--- src/rtl/cp0_pkg.sv ---
// -----------------------------------------------------------------------------
// cp0_pkg
// Shared definitions for the Coprocessor-0 slice of the multi-cycle MIPS core:
// CP0 register numbers, ExcCode values, redirect FSM state encoding and the
// bit positions of the SR / Cause fields.
// -----------------------------------------------------------------------------
package cp0_pkg;

  // CP0 register numbers (mfc0/mtc0 rd field)
  localparam logic [4:0] REG_COUNT   = 5'd9;
  localparam logic [4:0] REG_COMPARE = 5'd11;
  localparam logic [4:0] REG_SR      = 5'd12;
  localparam logic [4:0] REG_CAUSE   = 5'd13;
  localparam logic [4:0] REG_EPC     = 5'd14;
  localparam logic [4:0] REG_PRID    = 5'd15;

  // ExcCode values written into Cause[6:2]
  localparam logic [4:0] EXC_INT  = 5'd0;
  localparam logic [4:0] EXC_ADEL = 5'd4;
  localparam logic [4:0] EXC_ADES = 5'd5;
  localparam logic [4:0] EXC_RI   = 5'd10;
  localparam logic [4:0] EXC_OV   = 5'd12;

  // SR / Cause field positions
  localparam int SR_IE_BIT    = 0;
  localparam int SR_EXL_BIT   = 1;
  localparam int SR_IM_LSB    = 10;
  localparam int CAUSE_IP_LSB = 10;
  localparam int CAUSE_EXC_LSB = 2;
  localparam int CAUSE_TI_BIT = 30;

  // Redirect handshake FSM
  typedef enum logic [1:0] {
    S_RUN     = 2'd0,  // normal execution, watching for requests
    S_PEND    = 2'd1,  // redirect requested, waiting for controller ack
    S_HANDLER = 2'd2   // handler running, waiting for eret
  } cp0_state_e;

endpackage : cp0_pkg

--- src/rtl/cp0_timer.sv ---
// -----------------------------------------------------------------------------
// cp0_timer
// Count / Compare timer for CP0. Count increments every cycle (wrapping at 32
// bits) unless loaded by mtc0. When Count equals a non-zero Compare the sticky
// timer interrupt TI is set; any mtc0 to Compare clears TI, and that clear
// takes priority over a match in the same cycle.
// Only instantiated when CP0_TIMER_EN is defined.
//
// Ports
//   clk           in   clock
//   reset         in   synchronous, active-high
//   we_count_i    in   mtc0 write to Count this cycle
//   we_compare_i  in   mtc0 write to Compare this cycle
//   din_i         in   mtc0 write data
//   count_o       out  current Count
//   compare_o     out  current Compare
//   ti_o          out  sticky timer interrupt
// -----------------------------------------------------------------------------
module cp0_timer (
  input  logic        clk,
  input  logic        reset,
  input  logic        we_count_i,
  input  logic        we_compare_i,
  input  logic [31:0] din_i,
  output logic [31:0] count_o,
  output logic [31:0] compare_o,
  output logic        ti_o
);

  logic [31:0] count_q;
  logic [31:0] compare_q;
  logic        ti_q;

  // NOTE: clocked state uses non-blocking assignments only, so every register
  // sees the pre-edge value of every other register regardless of order.
  always_ff @(posedge clk) begin
    if (reset) begin
      count_q   <= '0;
      compare_q <= '0;
      ti_q      <= 1'b0;
    end else begin
      count_q <= we_count_i ? din_i : count_q + 32'd1;

      if (we_compare_i) begin
        compare_q <= din_i;
      end

      // Compare == 0 is the "timer off" value and never raises TI.
      if (we_compare_i) begin
        ti_q <= 1'b0;
      end else if ((count_q == compare_q) && (compare_q != 32'd0)) begin
        ti_q <= 1'b1;
      end
    end
  end

  assign count_o   = count_q;
  assign compare_o = compare_q;
  assign ti_o      = ti_q;

endmodule : cp0_timer

--- src/rtl/cp0_unit.sv ---
// -----------------------------------------------------------------------------
// cp0_unit
// Coprocessor-0 for the multi-cycle MIPS core. Owns SR / Cause / EPC / PRId,
// turns synchronous exceptions and masked interrupts into a redirect request
// handshaken with the controller (exc_req / exc_ack), captures EPC on the ack,
// and serves mfc0 (dout), mtc0 (we/din) and eret.
//
// Optional feature: define CP0_TIMER_EN to add Count (9) / Compare (11) and a
// timer interrupt ORed into IP[15] (cp0_timer sub-module). Without it those
// registers read 0 and ignore writes.
//
// Ports
//   clk         in   clock
//   reset       in   synchronous, active-high
//   pc   [31:0] in   PC at the current boundary, captured into EPC on ack
//   addr [4:0]  in   CP0 register number for mfc0/mtc0
//   din  [31:0] in   mtc0 write data
//   we          in   mtc0 write strobe
//   eret        in   eret strobe
//   exc_valid   in   synchronous exception this cycle
//   exc_code    in   ExcCode for exc_valid
//   hw_int      in   level-sensitive hardware interrupt lines
//   exc_ack     in   controller took the redirect
//   exc_req     out  redirect request (registered)
//   in_handler  out  SR.EXL
//   epc  [31:0] out  EPC to the next-PC logic
//   dout [31:0] out  mfc0 read data, combinational on addr
// -----------------------------------------------------------------------------
module cp0_unit
  import cp0_pkg::*;
#(
  parameter logic [31:0] PRID  = 32'h0042_0001,
  parameter int          INT_W = 6
) (
  input  logic             clk,
  input  logic             reset,
  input  logic [31:0]      pc,
  input  logic [4:0]       addr,
  input  logic [31:0]      din,
  input  logic             we,
  input  logic             eret,
  input  logic             exc_valid,
  input  logic [4:0]       exc_code,
  input  logic [INT_W-1:0] hw_int,
  input  logic             exc_ack,
  output logic             exc_req,
  output logic             in_handler,
  output logic [31:0]      epc,
  output logic [31:0]      dout
);

  // Architectural state
  cp0_state_e       state_q;
  logic             exc_req_q;
  logic [4:0]       pend_code_q;   // code latched when the request is raised
  logic [INT_W-1:0] im_q, im_d;
  logic             ie_q, ie_d;
  logic             exl_q, exl_d;
  logic [INT_W-1:0] ip_q;          // registered sample of hw_int
  logic [4:0]       exccode_q, exccode_d;
  logic [29:0]      epc_q, epc_d;  // EPC[1:0] are always zero

  logic             ack_take;
  logic             int_pending;
  logic [INT_W-1:0] ip_eff;
  logic             timer_ti;

  // Word-aligned EPC capture discards the low PC bits by design.
  logic unused_pc;
  assign unused_pc = ^pc[1:0];

  // ---------------------------------------------------------------------------
  // Optional Count/Compare timer
  // ---------------------------------------------------------------------------
`ifdef CP0_TIMER_EN
  logic [31:0] timer_count;
  logic [31:0] timer_compare;

  cp0_timer u_timer (
    .clk          (clk),
    .reset        (reset),
    .we_count_i   (we && (addr == REG_COUNT)),
    .we_compare_i (we && (addr == REG_COMPARE)),
    .din_i        (din),
    .count_o      (timer_count),
    .compare_o    (timer_compare),
    .ti_o         (timer_ti)
  );
`else
  assign timer_ti = 1'b0;
`endif

  // Only a request that is actually outstanding can be acknowledged.
  assign ack_take = exc_ack && (state_q == S_PEND);

  // The timer shares the top interrupt line with hw_int[5].
  always_comb begin
    ip_eff          = ip_q;
    ip_eff[INT_W-1] = ip_q[INT_W-1] | timer_ti;
  end

  assign int_pending = (|(im_q & ip_eff)) & ie_q & ~exl_q;

  // ---------------------------------------------------------------------------
  // SR / Cause / EPC next state. Priority, lowest first: mtc0, eret, ack.
  // ---------------------------------------------------------------------------
  // NOTE: every variable gets its hold value before any condition, so no path
  // leaves it unassigned and no latch is inferred.
  always_comb begin
    im_d      = im_q;
    ie_d      = ie_q;
    exl_d     = exl_q;
    epc_d     = epc_q;
    exccode_d = exccode_q;

    if (we && (addr == REG_SR)) begin
      im_d  = din[SR_IM_LSB +: INT_W];
      exl_d = din[SR_EXL_BIT];
      ie_d  = din[SR_IE_BIT];
    end
    if (we && (addr == REG_EPC)) begin
      epc_d = din[31:2];
    end

    // eret drops EXL in any state; only the FSM cares whether it was in S_HANDLER.
    if (eret) begin
      exl_d = 1'b0;
    end

    if (ack_take) begin
      epc_d     = pc[31:2];
      exl_d     = 1'b1;
      exccode_d = pend_code_q;
    end
  end

  always_ff @(posedge clk) begin
    if (reset) begin
      im_q      <= '0;
      ie_q      <= 1'b0;
      exl_q     <= 1'b0;
      ip_q      <= '0;
      exccode_q <= '0;
      epc_q     <= '0;
    end else begin
      im_q      <= im_d;
      ie_q      <= ie_d;
      exl_q     <= exl_d;
      ip_q      <= hw_int;
      exccode_q <= exccode_d;
      epc_q     <= epc_d;
    end
  end

  // ---------------------------------------------------------------------------
  // Redirect FSM with registered exc_req
  // ---------------------------------------------------------------------------
  always_ff @(posedge clk) begin
    if (reset) begin
      state_q     <= S_RUN;
      exc_req_q   <= 1'b0;
      pend_code_q <= EXC_INT;
    end else begin
      unique case (state_q)
        S_RUN: begin
          // A synchronous exception outranks an interrupt in the same cycle;
          // with EXL set it is dropped rather than queued.
          if (exc_valid && !exl_q) begin
            state_q     <= S_PEND;
            exc_req_q   <= 1'b1;
            pend_code_q <= exc_code;
          end else if (int_pending) begin
            state_q     <= S_PEND;
            exc_req_q   <= 1'b1;
            pend_code_q <= EXC_INT;
          end
        end
        S_PEND: begin
          // Latched code is held; new requests wait until after eret.
          if (exc_ack) begin
            state_q   <= S_HANDLER;
            exc_req_q <= 1'b0;
          end
        end
        S_HANDLER: begin
          if (eret) begin
            state_q <= S_RUN;
          end
        end
        default: begin
          state_q   <= S_RUN;
          exc_req_q <= 1'b0;
        end
      endcase
    end
  end

  // ---------------------------------------------------------------------------
  // Outputs and mfc0 read mux
  // ---------------------------------------------------------------------------
  assign exc_req    = exc_req_q;
  assign in_handler = exl_q;
  assign epc        = {epc_q, 2'b00};

  always_comb begin
    dout = '0;
    case (addr)
      REG_SR:    dout = {16'b0, im_q, 8'b0, exl_q, ie_q};
      REG_CAUSE: dout = {1'b0, timer_ti, 14'b0, ip_eff, 3'b0, exccode_q, 2'b00};
      REG_EPC:   dout = {epc_q, 2'b00};
      REG_PRID:  dout = PRID;
`ifdef CP0_TIMER_EN
      REG_COUNT:   dout = timer_count;
      REG_COMPARE: dout = timer_compare;
`endif
      default:   dout = '0;
    endcase
  end

endmodule : cp0_unit

--- config.mk ---
export PLATFORM = sky130hd
export DESIGN_NAME = cp0_unit
export DESIGN_NICKNAME = d
export VERILOG_FILES = /design/src/rtl/cp0_pkg.sv /design/src/rtl/cp0_timer.sv /design/src/rtl/cp0_unit.sv
export SDC_FILE = /design/constraint.sdc
export NUM_CORES = 1
export LEC_CHECK = 0
export CORE_UTILIZATION = 40
export DETAILED_ROUTE_END_ITERATION = 10
export HOLD_SLACK_MARGIN = 0.06
export PLACE_DENSITY_LB_ADDON = 0.15
export SYNTH_ARGS = -nofsm -noshare
export SYNTH_HDL_FRONTEND = slang
export SYNTH_SLANG_ARGS = --single-unit
--- constraint.sdc ---
create_clock -name clk -period 1.85 [get_ports clk]
set_input_delay 0.2775 -clock clk [delete_from_list [all_inputs] [get_ports clk]]
set_output_delay 0.2775 -clock clk [all_outputs]
set_load 0.1 [all_outputs]
# ---- Yosys cells after proc, flatten, opt, wreduce, memory -nomap -nowiden
# Cells that the tools add are included.
dict set report totals {
  ff_bits 57
  output_inout_bits 66
}
dict set report op_classes {
  n_eq_ne 9
  mux 17
  bitwise 5
  reduce_logical 13
}
# operator n
set op_table {}
lappend op_table {{$pmux 32 s4} 1}
lappend op_table {{$mux 30} 2}
lappend op_table {{$eq 5x4->1 const B} 4}
lappend op_table {{$mux 5} 2}
lappend op_table {{$mux 2} 4}
lappend op_table {{$and 6x6->6} 1}
lappend op_table {{$mux 1} 6}
lappend op_table {{$pmux 2 s3} 1}
lappend op_table {{$reduce_and 3->1} 2}
lappend op_table {{$reduce_or 6->1} 1}
lappend op_table {{$logic_and 1x1->1} 4}
lappend op_table {{$ne 2x2->1 const B} 2}
lappend op_table {{$reduce_bool 2->1} 2}
lappend op_table {{$ne 3x3->1 const B} 1}
lappend op_table {{$pmux 1 s3} 1}
lappend op_table {{$reduce_bool 3->1} 1}
lappend op_table {{$and 1x1->1} 2}
lappend op_table {{$eq 2x1->1 const B} 1}
lappend op_table {{$eq 2x2->1 const B} 1}
lappend op_table {{$logic_not 2->1} 1}
lappend op_table {{$not 1->1} 2}
lappend op_table {{$reduce_and 2->1} 1}
lappend op_table {{$logic_not 1->1} 1}

# ---- Logic depth before layout (Yosys ltp)
dict set report logic_depth {
  ltp_word 7
  mapped_depth 6
}

# ---- Worst setup path before layout
# Ideal clock, no wire load.
dict set report synth_timing {
  path_kind {input to output}
  start {in addr[0]}
  end {out dout[0]}
  arrival_ns 2.844
  required_ns 1.572
  setup_slack_ns -1.272
  stages 4
  cell_sequence {buf_2 > buf_1 > a21oi_1 > nor3_1}
}
dict set report synth_via {
  elab_chain_cells 2
  word_cells_on_any_way 5
  cone_classes {eq/ne: 4; mux: 1}
}
# element line_no
set synth_lines {}
lappend synth_lines {{from (decl)} cp0_unit.sv:38} ;# input logic [4:0] addr,
lappend synth_lines {{$eq 5x4->1} cp0_unit.sv:207} ;# case (addr)
lappend synth_lines {{$pmux 32 s4 *} cp0_unit.sv:207}
lappend synth_lines {{to (decl)} cp0_unit.sv:49} ;# output logic [31:0] dout
# Mark *: on every way between the ends. The rest lies on a longest branch, timed or not.

# ---- Final worst setup path
dict set report layout_timing {
  start {in addr[3]}
  end {out dout[6]}
}
# The elaborated chain is that of the path after synthesis.

==> impl_metrics.json <==
{
  "postCtsSetupRepairBufs": 0,
  "viasPerCell": 5.13,
  "r2r-start": "im_q[5]",
  "io_pins": 152,
  "hold_path_depth": 2,
  "critPathLaunchType": "input pin",
  "worstSetupPathType": "in -> out",
  "cts_tree": "done",
  "finalNonFillerCells": 603,
  "ant_nets": 0,
  "grt_first_pass_wirelength_mm": 14.6,
  "min_to": "ip_eff[5]",
  "timing.critical_path.from": "addr[3]",
  "route.detailed.drc": 0,
  "synthCells": 335,
  "reg2regPathDepth": 4,
  "fill_cells": 524,
  "synth-seq-area-share": 0.384,
  "area.growth.synth_to_final_pct": 82.9,
  "syn_area_per_cell_sq_um": 8.88,
  "setup_violations": 0,
  "clock_latency_ps": 330,
  "yosys_warnings": 0,
  "wl_per_cell_microns": 16.0,
  "antenna_found_initial": 0,
  "dp_cells": 586,
  "hold_viol": 0,
  "synth-seq-cells": 57,
  "cts-root-buf": "clkbuf_8",
  "fin_ws_ps": 88.9,
  "synth-edff-count": 0,
  "layout-drive-gt1-share": 0.464,
  "fin_crit_sh": 0.952,
  "fmax_ghz": 0.568,
  "hold_start": "reset",
  "vias": 3094,
  "portBuffers": 147,
  "cts_hold_buffers": 0,
  "numClockSinks": 57,
  "slew_violations": 0,
  "maxCapViolations": 0,
  "die-area_sq_um": 7790,
  "overflow": 0,
  "syn_area_sq_um": 2980,
  "finalHoldWorstSlack_ps": 234,
  "fin_skew_ps": 4.73,
  "grt_start_max_net_pins": 32,
  "dp_slack_ps": -263,
  "drtPass1Iterations": 4,
  "dpl.hpwl_mm": 6.87,
  "cp.required_ps": 1570,
  "drt_iter0_drc": 134,
  "num_rows": 31,
  "r2r-end": "pend_code_q[3]",
  "numCtsBuffers": 9,
  "end_kind": "primary output",
  "clk_path_buf_depth": 2,
  "leakage_nw": 2.10,
  "grt_usage": 0.244,
  "nets": 585,
  "die_x_microns": 88.2,
  "synth_cell_types": 37,
  "fin_util": 0.754,
  "r2r_setup_slack_ps": 420,
  "ir_worst_vdd_mv": 0.450,
  "clk_pin_slew_ps": 70,
  "maxSlewHeadroom": 0.620,
  "synth-async-reset-ratio": 0,
  "antenna_cells": 0,
  "synth_ff_type": "dfxtp_1",
  "start_util": 0.412,
  "outcome": "completed",
  "gp_congestion": 0.791,
  "die_h_microns": 88.2,
  "grt_pass1_vias": 2975,
  "arrival_ps": 1480,
  "rsz0062_at_grt": "false",
  "coreArea_sq_um": 7210,
  "worstMarginPinSlew_ps": 566,
  "powerDensity_nw_per_um2": 720,
  "hp-class": "in -> reg",
  "fin_crit_ps": 1760,
  "cts_max_level": 3,
  "cp_max_fo": 5,
  "wirelength_mm": 9.62
}
[Yosys cell counts, drive strengths merged, types with 3 or more instances]
master	n	area [sq um]
and2	20	128
nand2	68	258
a22o	10	87.6
a221oi	7	67.6
clkbuf	8	30.0
a21oi	52	373
nor2b	7	43.8
a211oi	30	375
a22oi	3	22.5
buf	20	175
nor2	34	144
dfxtp	57	1140
[layout make-up]
type	instances	area, sq um	share of cell area
multi-input cells	250	1820	0.334
well taps	99	124	0.0228
clock buffers	11	151	0.0278
flip-flops and latches	57	1160	0.212
clock inverters	5	125	0.0230
inverters	1	3.75	0.000690
repair buffers	180	2060	0.379
[sequential cells by signal (all words and copies together), names as in the netlist]
signal,flops
epc_q,30
exc_req,1
exccode_q,5
ie_q,1
im_q,6
in_handler,1
ip_eff,6
pend_code_q,5
state_q,2
[power breakdown]
group / switching (W) / internal [W]
Combinational: 0.000589 / 0.000366
Clock: 0.000520 / 0.00110
Sequential: 0.0000511 / 0.00129
[cell families after synthesis]
logic type | synth area share
buffers and inverters | 0.0702
AO/OA/AOI/OAI | 0.323
flip-flops | 0.384
other | 0.00126
AND/OR/NAND/NOR | 0.222
[placed cells by master, fill, tap and decap left out, drive strengths merged, types with 2 or more instances in the layout]
cell type      instances
conb                   2
bufinv                 4
a22oi                  3
a211oi                30
nor2b                  7
o21a                   2
a21oi                 52
nor2                  34
and2                  20
a22o                  10
nand2                 68
o21ai                  2
clkdlybuf4s50         77
nor3                   2
dfxtp                 57
clkbuf                16
a221oi                 7
buf                   97
[what timing repair did]
action,CTS,global route
cloned,0,1
gates resized for setup,22,15
setup endpoints to repair,30,28
pin swaps,2,3
[critical path, stage by stage]
cell and delay, ps:
clkbuf_2 100, and4b_2 270, and2b_2 260, buf_6 160, a22o_4 260, buf_12 160
[worst max-delay path by stage]
stage | end | slack [ps] | cells past startpoint
floorplan | dout[0] | -150 | 4
global placement | dout[7] | -260 | 6
detailed placement | dout[28] | -260 | 6
CTS | dout[25] | -2 | 6
global route | dout[3] | 50 | 6
finish | dout[6] | 90 | 6
[metrics by stage]
stage,TNS [ps],total power (W),area [sq um]
4_1_cts,-4.75,0.00394,5410
3_5_place_dp,-11780,0.00231,5070
3_3_place_gp,-10660,0.00230,5070
2_1_floorplan,-154,0.00194,3110
5_1_grt,0,0.00404,5440
6_report,0,0.00392,5440
[per-layer routing]
metal  routed length [microns]  global-route usage  vias up
li1                          -                   -     1495
met1                      3930               0.282     1485
met2                      4980               0.448      102
met3                       580              0.0494       12
met4                       131              0.0792        0
met5                         0                   0        -
No activity file was read; power rests on OpenSTA's default activity.
